### src/rtl/lcd_pkg.sv
// Shared types, opcodes and power-on table for the LCD 4-bit bus scheduler.
package lcd_pkg;

   typedef enum logic [2:0] {
      ST_INIT,
      ST_IDLE,
      ST_SETUP,
      ST_STROBE,
      ST_GAP,
      ST_WAIT
   } state_t;

   // Byte-level sequencing; nibble phases live in lcd_nibble_strobe.
   typedef enum logic [2:0] {
      SEQ_INIT,
      SEQ_IDLE,
      SEQ_HI,
      SEQ_LO,
      SEQ_WAIT
   } seq_t;

   typedef struct packed {
      logic       rs;
      logic [7:0] data;
   } lcd_byte_t;

   localparam logic [7:0] CMD_CLEAR = 8'h01;
   localparam logic [7:0] CMD_HOME  = 8'h02;

   localparam logic [3:0]  INIT_NIB0    = 4'h3;
   localparam logic [3:0]  INIT_NIB1    = 4'h2;
   localparam logic [7:0]  INIT_CMD     = 8'h0E;
   localparam int unsigned INIT_NIBBLES = 4;

   function automatic logic [3:0] init_nibble(input logic [1:0] idx);
      case (idx)
         2'd0:    return INIT_NIB0;
         2'd1:    return INIT_NIB1;
         2'd2:    return INIT_CMD[7:4];
         default: return INIT_CMD[3:0];
      endcase
   endfunction

   // Clear and home need the long settle time after the byte.
   function automatic logic is_long_cmd(input lcd_byte_t b);
      return !b.rs && ((b.data == CMD_CLEAR) || (b.data == CMD_HOME));
   endfunction

   // The shared counter must hold the long wait and any 8-bit strobe/gap load.
   function automatic int unsigned cnt_width(input int unsigned long_wait);
      return ($clog2(long_wait + 1) > 8) ? $clog2(long_wait + 1) : 8;
   endfunction

endpackage

### src/rtl/lcd_bus_scheduler_if.sv
// Two-requester byte handshake between clients and the LCD bus scheduler.
interface lcd_bus_scheduler_if;

   logic       req0_valid;
   logic       req0_rs;
   logic [7:0] req0_data;
   logic       req0_ready;

   logic       req1_valid;
   logic       req1_rs;
   logic [7:0] req1_data;
   logic       req1_ready;

   modport master (
      output req0_valid, req0_rs, req0_data,
      output req1_valid, req1_rs, req1_data,
      input  req0_ready, req1_ready
   );

   modport slave (
      input  req0_valid, req0_rs, req0_data,
      input  req1_valid, req1_rs, req1_data,
      output req0_ready, req1_ready
   );

endinterface

### src/rtl/lcd_nibble_strobe.sv
// One-nibble SETUP/STROBE/GAP timing engine; its down-counter also times the post-byte WAIT.
module lcd_nibble_strobe
   import lcd_pkg::*;
#(
   parameter int unsigned E_HIGH_CYCLES    = 4,
   parameter int unsigned GAP_CYCLES       = 8,
   parameter int unsigned LONG_WAIT_CYCLES = 64,
   parameter int unsigned CNT_W            = 8
) (
   input  logic       clk,
   input  logic       rst_n,
   input  logic       start,
   input  logic [3:0] nib,
   input  logic       nib_rs,
   input  logic       wait_start,
   output logic [3:0] lcd_d,
   output logic       lcd_rs,
   output logic       lcd_e,
   output logic       done_c
);

   state_t           phase_q, phase_d;
   logic [CNT_W-1:0] cnt_q, cnt_d;
   logic             cnt_zero_c;

   always_ff @(posedge clk or negedge rst_n) begin
      if (!rst_n) begin
         phase_q <= ST_IDLE;
         cnt_q   <= '0;
      end else begin
         phase_q <= phase_d;
         cnt_q   <= cnt_d;
      end
   end

   // Counter saturates at zero; each phase reloads it on entry.
   always_comb begin
      phase_d = phase_q;
      cnt_d   = cnt_zero_c ? cnt_q : (cnt_q - CNT_W'(1));
      case (phase_q)
         ST_SETUP: begin
            phase_d = ST_STROBE;
            cnt_d   = CNT_W'(E_HIGH_CYCLES - 1);
         end
         ST_STROBE: if (cnt_zero_c) begin
            phase_d = ST_GAP;
            cnt_d   = CNT_W'(GAP_CYCLES - 1);
         end
         ST_GAP, ST_WAIT: if (cnt_zero_c) phase_d = ST_IDLE;
         default: ;
      endcase
      if (wait_start) begin
         phase_d = ST_WAIT;
         cnt_d   = CNT_W'(LONG_WAIT_CYCLES - 1);
      end
      if (start) begin
         phase_d = ST_SETUP;
         cnt_d   = '0;
      end
   end

   always_comb begin
      cnt_zero_c = (cnt_q == '0);
      done_c     = cnt_zero_c && ((phase_q == ST_GAP) || (phase_q == ST_WAIT));
   end

   // Nibble and rs are loaded on start and held until the next start.
   always_ff @(posedge clk or negedge rst_n) begin
      if (!rst_n) begin
         lcd_d  <= '0;
         lcd_rs <= 1'b0;
         lcd_e  <= 1'b0;
      end else begin
         lcd_e <= (phase_d == ST_STROBE);
         if (start) begin
            lcd_d  <= nib;
            lcd_rs <= nib_rs;
         end
      end
   end

endmodule

### src/rtl/lcd_bus_scheduler.sv
// Round-robin two-requester scheduler driving an HD44780-style 4-bit LCD bus.
// Define LCD_SCHED_INIT_EN to run the power-on nibble sequence after reset.
module lcd_bus_scheduler
   import lcd_pkg::*;
#(
   parameter int unsigned E_HIGH_CYCLES    = 4,
   parameter int unsigned GAP_CYCLES       = 8,
   parameter int unsigned LONG_WAIT_CYCLES = 64
) (
   input  logic                clk,
   input  logic                rst_n,
   lcd_bus_scheduler_if.slave  req,
   output logic [3:0]          lcd_d,
   output logic                lcd_rs,
   output logic                lcd_e,
   output logic                busy,
   output logic                init_done
);

   localparam int unsigned CNT_W = cnt_width(LONG_WAIT_CYCLES);

`ifdef LCD_SCHED_INIT_EN
   localparam seq_t SEQ_RESET = SEQ_INIT;
   logic [2:0] init_idx_q;
   logic       init_done_q;
`else
   localparam seq_t SEQ_RESET = SEQ_IDLE;
`endif

   seq_t       seq_q, seq_d;
   lcd_byte_t  byte_q;
   logic       last_q;
   logic       grant0_c, grant1_c, accept_c;
   logic       start_c, wait_start_c, nib_rs_c, done_c;
   logic [3:0] nib_c;

   always_ff @(posedge clk or negedge rst_n) begin
      if (!rst_n) seq_q <= SEQ_RESET;
      else        seq_q <= seq_d;
   end

   always_comb begin
      seq_d = seq_q;
      case (seq_q)
`ifdef LCD_SCHED_INIT_EN
         SEQ_INIT: if (done_c && (init_idx_q == 3'(INIT_NIBBLES))) seq_d = SEQ_IDLE;
`endif
         SEQ_IDLE: if (accept_c) seq_d = SEQ_HI;
         SEQ_HI:   if (done_c) seq_d = SEQ_LO;
         SEQ_LO:   if (done_c) seq_d = is_long_cmd(byte_q) ? SEQ_WAIT : SEQ_IDLE;
         SEQ_WAIT: if (done_c) seq_d = SEQ_IDLE;
         default:  seq_d = SEQ_IDLE;
      endcase
   end

   // Grant and nibble-start decode; the high nibble launches straight from the request.
   always_comb begin
      grant0_c     = 1'b0;
      grant1_c     = 1'b0;
      start_c      = 1'b0;
      wait_start_c = 1'b0;
      nib_c        = '0;
      nib_rs_c     = 1'b0;
      if (rst_n && init_done && (seq_q == SEQ_IDLE)) begin
         grant0_c = req.req0_valid && (!req.req1_valid || last_q);
         grant1_c = req.req1_valid && (!req.req0_valid || !last_q);
      end
      case (seq_q)
`ifdef LCD_SCHED_INIT_EN
         SEQ_INIT: if ((init_idx_q == 3'd0) ||
                       (done_c && (init_idx_q != 3'(INIT_NIBBLES)))) begin
            start_c = 1'b1;
            nib_c   = init_nibble(init_idx_q[1:0]);
         end
`endif
         SEQ_IDLE: if (grant0_c || grant1_c) begin
            start_c  = 1'b1;
            nib_c    = grant1_c ? req.req1_data[7:4] : req.req0_data[7:4];
            nib_rs_c = grant1_c ? req.req1_rs : req.req0_rs;
         end
         SEQ_HI: if (done_c) begin
            start_c  = 1'b1;
            nib_c    = byte_q.data[3:0];
            nib_rs_c = byte_q.rs;
         end
         SEQ_LO: wait_start_c = done_c && is_long_cmd(byte_q);
         default: ;
      endcase
   end

   assign accept_c       = grant0_c || grant1_c;
   assign req.req0_ready = grant0_c;
   assign req.req1_ready = grant1_c;
   assign busy           = !rst_n || (seq_q != SEQ_IDLE);

   always_ff @(posedge clk or negedge rst_n) begin
      if (!rst_n) begin
         byte_q <= '0;
         last_q <= 1'b1;
      end else if (accept_c) begin
         byte_q.rs   <= grant1_c ? req.req1_rs   : req.req0_rs;
         byte_q.data <= grant1_c ? req.req1_data : req.req0_data;
         last_q      <= grant1_c;
      end
   end

`ifdef LCD_SCHED_INIT_EN
   // init_idx counts nibbles launched; init_done rises as the last GAP ends.
   always_ff @(posedge clk or negedge rst_n) begin
      if (!rst_n) begin
         init_idx_q  <= '0;
         init_done_q <= 1'b0;
      end else begin
         if ((seq_q == SEQ_INIT) && start_c) init_idx_q <= init_idx_q + 3'd1;
         if ((seq_q == SEQ_INIT) && (seq_d == SEQ_IDLE)) init_done_q <= 1'b1;
      end
   end
   assign init_done = init_done_q;
`else
   assign init_done = 1'b1;
`endif

   lcd_nibble_strobe #(
      .E_HIGH_CYCLES    (E_HIGH_CYCLES),
      .GAP_CYCLES       (GAP_CYCLES),
      .LONG_WAIT_CYCLES (LONG_WAIT_CYCLES),
      .CNT_W            (CNT_W)
   ) u_strobe (
      .clk        (clk),
      .rst_n      (rst_n),
      .start      (start_c),
      .nib        (nib_c),
      .nib_rs     (nib_rs_c),
      .wait_start (wait_start_c),
      .lcd_d      (lcd_d),
      .lcd_rs     (lcd_rs),
      .lcd_e      (lcd_e),
      .done_c     (done_c)
   );

endmodule
### src/flat_wrapper.sv
// flat-port wrapper written by rule: the top's interface ports become plain ports
module lcd_bus_scheduler_flat import lcd_pkg::*;
#(
   parameter int unsigned E_HIGH_CYCLES    = 4,
   parameter int unsigned GAP_CYCLES       = 8,
   parameter int unsigned LONG_WAIT_CYCLES = 64
)
  (clk, rst_n, lcd_d, lcd_rs, lcd_e, busy, init_done, req_req0_valid, req_req0_rs, req_req0_data, req_req1_valid, req_req1_rs, req_req1_data, req_req0_ready, req_req1_ready);
  lcd_bus_scheduler_if req_i ();
  input  logic clk;
  input  logic rst_n;
  output logic [3:0] lcd_d;
  output logic lcd_rs;
  output logic lcd_e;
  output logic busy;
  output logic init_done;
  input wire logic [$bits(req_i.req0_valid)-1:0] req_req0_valid;
  input wire logic [$bits(req_i.req0_rs)-1:0] req_req0_rs;
  input wire logic [$bits(req_i.req0_data)-1:0] req_req0_data;
  input wire logic [$bits(req_i.req1_valid)-1:0] req_req1_valid;
  input wire logic [$bits(req_i.req1_rs)-1:0] req_req1_rs;
  input wire logic [$bits(req_i.req1_data)-1:0] req_req1_data;
  output wire logic [$bits(req_i.req0_ready)-1:0] req_req0_ready;
  output wire logic [$bits(req_i.req1_ready)-1:0] req_req1_ready;
  assign req_i.req0_valid = req_req0_valid;
  assign req_i.req0_rs = req_req0_rs;
  assign req_i.req0_data = req_req0_data;
  assign req_i.req1_valid = req_req1_valid;
  assign req_i.req1_rs = req_req1_rs;
  assign req_i.req1_data = req_req1_data;
  assign req_req0_ready = req_i.req0_ready;
  assign req_req1_ready = req_i.req1_ready;
  lcd_bus_scheduler #(.E_HIGH_CYCLES(E_HIGH_CYCLES), .GAP_CYCLES(GAP_CYCLES), .LONG_WAIT_CYCLES(LONG_WAIT_CYCLES)) u_core (.clk(clk), .rst_n(rst_n), .req(req_i), .lcd_d(lcd_d), .lcd_rs(lcd_rs), .lcd_e(lcd_e), .busy(busy), .init_done(init_done));
endmodule
### config.mk
export PLATFORM = sky130hd
export DESIGN_NAME = lcd_bus_scheduler_flat
export DESIGN_NICKNAME = d
export VERILOG_FILES = /design/src/rtl/lcd_pkg.sv /design/src/rtl/lcd_bus_scheduler_if.sv /design/src/rtl/lcd_nibble_strobe.sv /design/src/rtl/lcd_bus_scheduler.sv /design/src/flat_wrapper.sv
export SDC_FILE = /design/constraint.sdc
export NUM_CORES = 1
export LEC_CHECK = 0
export ABC_AREA = 0
export BUFFER_PORTS_ARGS = -buffer_cell sky130_fd_sc_hd__buf_2
export CAP_MARGIN = 20
export CORE_ASPECT_RATIO = 2
export CORE_MARGIN = 5
export CORE_UTILIZATION = 35
export CTS_BUF_LIST = sky130_fd_sc_hd__clkbuf_8 sky130_fd_sc_hd__clkbuf_16
export DETAILED_ROUTE_END_ITERATION = 8
export GPL_ROUTABILITY_DRIVEN = 0
export SLEW_MARGIN = 20
export SYNTH_ARGS = -nofsm -noshare
export SYNTH_HDL_FRONTEND = slang
export SYNTH_SLANG_ARGS = --single-unit
### constraint.sdc
create_clock -name clk -period 1.8 [get_ports clk]
set_clock_uncertainty 0.05 [all_clocks]
set_input_delay 0.18 -clock clk [delete_from_list [all_inputs] [get_ports clk]]
set_output_delay 0.18 -clock clk [all_outputs]
set_load 0.02 [all_outputs]
Yosys cells after proc, flatten, opt, wreduce, memory -nomap -nowiden:

Cells that the tools add are included.

* $add $sub $neg: 1
* eq/ne operators: 16
* muxes and demuxes: 31
* reductions and logical operators: 20

Operator list (number)
* 8-bit 2-to-1 mux: 5
* 3-bit 2-to-1 mux: 9
* 8-bit case mux with 2 select lines: 1
* 3-bit by 2-bit equality test with 1-bit output, second input constant: 5
* 4-bit 2-to-1 mux: 3
* 3-bit case mux with 4 select lines: 1
* 3-bit equality test, second input constant: 3
* 3-bit case mux with 3 select lines: 1
* 8-bit by 1-bit equality test with 1-bit output, second input constant: 1
* 8-bit by 2-bit equality test with 1-bit output, second input constant: 1
* 8-bit zero test: 1
* 1-bit 2-to-1 mux: 8
* 2-bit by 1-bit != test with 1-bit output, second input constant: 4
* 4-bit case mux with 2 select lines: 1
* 8-bit by 1-bit subtractor with 8-bit output, second input constant: 1
* 1-bit logical AND: 6
* 1-bit logical OR: 6
* 1-bit zero test: 5
* 1-bit case mux with 2 select lines: 2
* 4-bit AND reduction: 1
* 3-bit by 1-bit equality test with 1-bit output, second input constant: 1
* 3-bit by 1-bit != test with 1-bit output, second input constant: 1
* 2-bit OR reduction: 1

* flip-flop bits (word level): 30
* input bits: 22
* output and inout bits: 10

Longest topological paths before layout:

* depth in word-level cells: 9
* gate-level depth with buffers: 7
* mapped depth without buffers: 6

Cells and area by module:

A second synthesis with hierarchy kept.

* cell total of the unflattened synthesis: 170
* area total of the unflattened synthesis: 1736.7 um^2

By module, submodules not included
* lcd_nibble_strobe: instances 1, cells an instance 95, area each 965.9 um^2, seq. area each 426.7 um^2
* lcd_bus_scheduler: instances 1, cells an instance 75, area each 770.7 um^2, seq. area each 327.8 um^2

Worst setup path after synthesis:

Ideal clock, no wire load.

* path type: reg2reg
* from: register u_core.u_strobe.cnt_q[0]
* to: register u_core.u_strobe.lcd_d[0]
* setup time: 0.126 ns
* arrival time: 1.646 ns
* data required time: 1.624 ns
* setup slack: -0.022 ns
* stages on the path, launching flop included: 7
* period minus slack after synthesis: 1.822 ns
* cells stage by stage: dfrtp_1 inv_1 ha_1 nor3b_2 nand4_2 and2_4 a221o_1

* word-level cells in the longest chain between the ends: 4
* elaborated cells on any way between the ends: 6
* those cells by class: mux: 4; reduce/logical: 2

RTL lines
* from (decl): line lcd_nibble_strobe.sv:23 `logic [CNT_W-1:0] cnt_q, cnt_d;`
* from (signal assigned): line lcd_nibble_strobe.sv:32 `cnt_q <= cnt_d;`
* 8-bit zero test (*): line lcd_nibble_strobe.sv:63 `cnt_zero_c = (cnt_q == '0);`
* 1-bit logical AND (*): line lcd_nibble_strobe.sv:64 `done_c = cnt_zero_c && ((phase_q == ST_GAP) || (phase_q == ST_WAIT));`
* 4-bit 2-to-1 mux / 1-bit 2-to-1 mux (equally long branches): line lcd_bus_scheduler.sv:81 `SEQ_HI: if (done_c) begin`
* 4-bit case mux with 2 select lines / 1-bit case mux with 2 select lines (equally long branches): line lcd_bus_scheduler.sv:68 `case (seq_q)`
* to (signal assigned): line lcd_nibble_strobe.sv:76 `lcd_d <= nib;`
* to (decl): line lcd_nibble_strobe.sv:16 `output logic [3:0] lcd_d,`

Mark *: on every way between the ends. The rest lies on a longest branch, timed or not.
A chain may end at the register's enable or synchronous reset.

Final worst setup path:

* from: register u_core.u_strobe.cnt_q[7]
* to: register u_core.u_strobe.cnt_q[2]

* word-level cells in the longest chain between the ends: 6
* elaborated cells on any way between the ends: 11
* those cells by class: mux: 8; reduce/logical: 3

RTL lines
* 8-bit zero test (*): line lcd_nibble_strobe.sv:63
* 8-bit 2-to-1 mux / 1-bit logical AND (equally long branches): line lcd_nibble_strobe.sv:39, lcd_nibble_strobe.sv:64
* 8-bit 2-to-1 mux / 1-bit logical AND (equally long branches): line lcd_nibble_strobe.sv:45, lcd_bus_scheduler.sv:86
* 8-bit case mux with 2 select lines / 1-bit 2-to-1 mux (equally long branches): line lcd_nibble_strobe.sv:40, lcd_bus_scheduler.sv:68
* 8-bit 2-to-1 mux: line lcd_nibble_strobe.sv:52 `if (wait_start) begin`
* 8-bit 2-to-1 mux (*): line lcd_nibble_strobe.sv:56 `if (start) begin`
* net u_core.u_strobe.cnt_d[2]: line lcd_nibble_strobe.sv:23

Mark *: on every way through the listed nets, which the timed path passes. The rest lies on a longest branch.

==> results.json <==
{
  "status": "finished clean",
  "routed_via_density": 5.44,
  "place_ws_ns": -0.0149,
  "dp_hpwl_mm": 3.28,
  "cts_tree": "built",
  "stdcell_count": 272,
  "synth_edf_count": 0,
  "required_ns": 1.92,
  "power_frac_seq_pct": 36.8,
  "grt_max_degree": 31,
  "p_per_area_mw_per_mm2": 1600,
  "synth_area_leaders": "dfrtp_1, dfstp_2, a21oi_1, o21ai_0, mux2i_1",
  "worstSetupPathType": "flip-flop to flip-flop",
  "clock.fmax_mhz": 562,
  "drive_above_1_share_pct": 41.5,
  "synth_nets": 178,
  "drc_errors": 0,
  "yosysWarnings": 0,
  "comb_power_share_pct": 49.1,
  "synth.top_cell.area_share_pct": 42.0,
  "routed_wl_mm": 4.41,
  "synth_commonest_cells": "dfrtp_1, a21oi_1, o21ai_0, nand2_1, inv_1",
  "p_sw_w": 0.00140,
  "slowest_stage": "or4_4",
  "total_leakage_power_nw": 1.09,
  "place_inst": 254,
  "whs_ns": 0.122,
  "synthCells": 155,
  "clk_path_buf_depth": 2,
  "synth_flop_cell": "dfrtp_1",
  "nets": 239,
  "via_count": 1480,
  "synth_cell_types": 54,
  "ir_drop_mv": 1.02,
  "clock_sinks": 30,
  "firstDrtPassIters": 4,
  "port-buffer-count": 30,
  "worstSkewPairLatency_ns": 0.28,
  "clockRootBuffer": "clkbuf_8",
  "finalCriticalPeriod_ns": 1.78,
  "grt_antenna_before_repair": 0,
  "setup_ws_ns": 0.0211,
  "synth-seq-cells": 30,
  "path_cells": "or4_4, or4_1, nand3_1, a21oi_1",
  "utilization_pct": 48.4,
  "coreArea_mm2": 0.00455,
  "num_rows": 35,
  "antenna_cells": 0,
  "avgSynthCellArea_um2": 10.4,
  "hp-class": "primary input to flip-flop",
  "io_pins": 32,
  "period_share_pct": 98.8,
  "cpPeakStageDelay_ns": 0.56,
  "die_w_um": 57.9,
  "rsz0062_at_grt": "yes",
  "routedWlPerCell_um": 16.2,
  "arrival_ns": 1.90,
  "switching_share_pct": 39.7,
  "syn_area_mm2": 0.00161,
  "cts_max_level": 2,
  "area_delta_synth_final_pct": 36.9,
  "yosysMostFrequentCell": "dfrtp_1",
  "final-hold-violation-count": 0,
  "cp-start-kind": "flip-flop",
  "die_h_um": 106,
  "setup_viol": 0,
  "power_frac_clock_pct": 14.1,
  "ant_nets": 0,
  "slew_violations": 0,
  "drt-initial-drc-count": 14,
  "start_util_pct": 35.3,
  "cellInternalPower_w": 0.00213,
  "async_reset_ff_share_pct": 100,
  "die_area_mm2": 0.00614,
  "setup.worst_path.end_class": "flip-flop",
  "cts.clk_slew.worst_paths_ns": 0.07,
  "numCtsBuffers": 5,
  "grt_pass1_vias": 1593,
  "total_power_w": 0.00353,
  "globalRouteTotalUtil_pct": 15.1,
  "yosysTopAreaCell": "dfrtp_1",
  "ys_seq_area_share_pct": 46.9,
  "grt_pass1_wl_mm": 7.18,
  "grt_overflow": 0,
  "cp_max_fo": 3,
  "maxCapViolCount": 0
}
-- flip-flops by register name, summed over array words and instances, names as in the netlist --
register and flops:
u_core.u_strobe.lcd_rs 1, u_core.u_strobe.lcd_d 4, u_core.u_strobe.lcd_e 1, u_core.last_q 1
u_core.u_strobe.cnt_q 8, u_core.u_strobe.phase_q 3, u_core.seq_q 3, u_core.byte_q 9
-- per-stage QoR --
stage          area (um^2)  setup TNS (ns)
2_1_floorplan         1620               0
3_5_place_dp          1950         -0.0274
4_1_cts               2100               0
6_report              2200               0
3_3_place_gp          1950               0
5_1_grt               2200          -0.157
-- path summary, 6_finish.rpt --
kind                                                     from                                    to  slack, ns  cells after the start
max                        u_core.u_strobe.cnt_q[7]$_DFF_PN0_    u_core.u_strobe.cnt_q[2]$_DFF_PN0_       0.02                      4
min                                            req_req0_valid             u_core.last_q$_DFFE_PN1N_       0.12                      2
max reg2reg                u_core.u_strobe.cnt_q[7]$_DFF_PN0_    u_core.u_strobe.cnt_q[2]$_DFF_PN0_       0.02                      4
min reg2reg                      u_core.byte_q[4]$_DFFE_PN0N_          u_core.byte_q[4]$_DFFE_PN0N_       0.43                      1
max in group asynchronous                               rst_n  u_core.u_strobe.phase_q[0]$_DFF_PN1_       0.93                      3
min in group asynchronous                               rst_n           u_core.seq_q[1]$_DFFE_PN0P_       0.44                      3
-- logic make-up after synthesis --
logic type	synth area share [%]
fa+ha+maj	0.777
xor+xnor	2.72
buf+inv	3.81
mux	2.49
flops	46.9
simple gates	22.1
other cells	0.233
compound gates	21.0
-- metal layers --
layer  vias to the layer above  GRT usage [%]  share of wire [%]
met5                         -              0                  0
met4                         0           8.62                3.4
met3                        12           2.67                3.8
met2                        37           28.8                 57
met1                       724           14.1                 35
li1                        707              -                  -
-- power by group through the flow --
| stage | Combinational, W | Clock [W] | Sequential (W) |
|---|---|---|---|
| after detailed placement | 0.00152 | 0 | 0.00129 |
| final | 0.00173 | 0.000496 | 0.00130 |
| after floorplan | 0.000893 | 0 | 0.00132 |
| after CTS | 0.00159 | 0.000513 | 0.00130 |
| after global placement | 0.00151 | 0 | 0.00129 |
| after global routing | 0.00189 | 0.000539 | 0.00135 |
-- area by class of cell --
cell class,instances,area [um^2]
Fill cell,451,2350
Sequential cell,30,756
Timing Repair Buffer,57,387
Clock inverter,3,11.3
Clock buffer,5,68.8
Inverter,8,32.5
Multi-Input combinational cell,114,878
Tap cell,55,68.8
-- placed cells by master, fill, tap and decap left out, types with 3 or more instances in the layout --
master / synthesis / layout
nand2_1: 10 / 8
nand3_1: 5 / 5
o21ai_0: 11 / 11
buf_6: 0 / 3
clkbuf_8: 1 / 5
buf_4: 1 / 25
a221o_1: 3 / 3
a21oi_1: 13 / 13
inv_1: 8 / 10
dfstp_2: 3 / 3
nor4_1: 4 / 3
xor2_1: 3 / 3
mux2i_1: 4 / 4
and3_1: 3 / 3
buf_2: 2 / 27
nor3b_1: 3 / 3
a21o_1: 5 / 5
nor2_1: 4 / 4
dfrtp_1: 27 / 26
-- critical path, delay by kind of cell, from the launching register on --
family / cells / cell delay [ns]
and+or+nand+nor: 3 / 1.14
AOI/OAI and AO/OA: 1 / 0.06
DFF: 1 / 0.42
-- what timing repair did --
action / 4_1_cts / 5_1_grt
resized for setup: 11 / 12
hold buffers: 1 / 0
endpoints found under the hold margin: 27 / 0
endpoints found under the setup margin: 6 / 11
pin swaps: 0 / 6
gates cloned: 0 / 1
setup buffers: 2 / 6
Note: power is estimated with default switching activity, not from simulation.
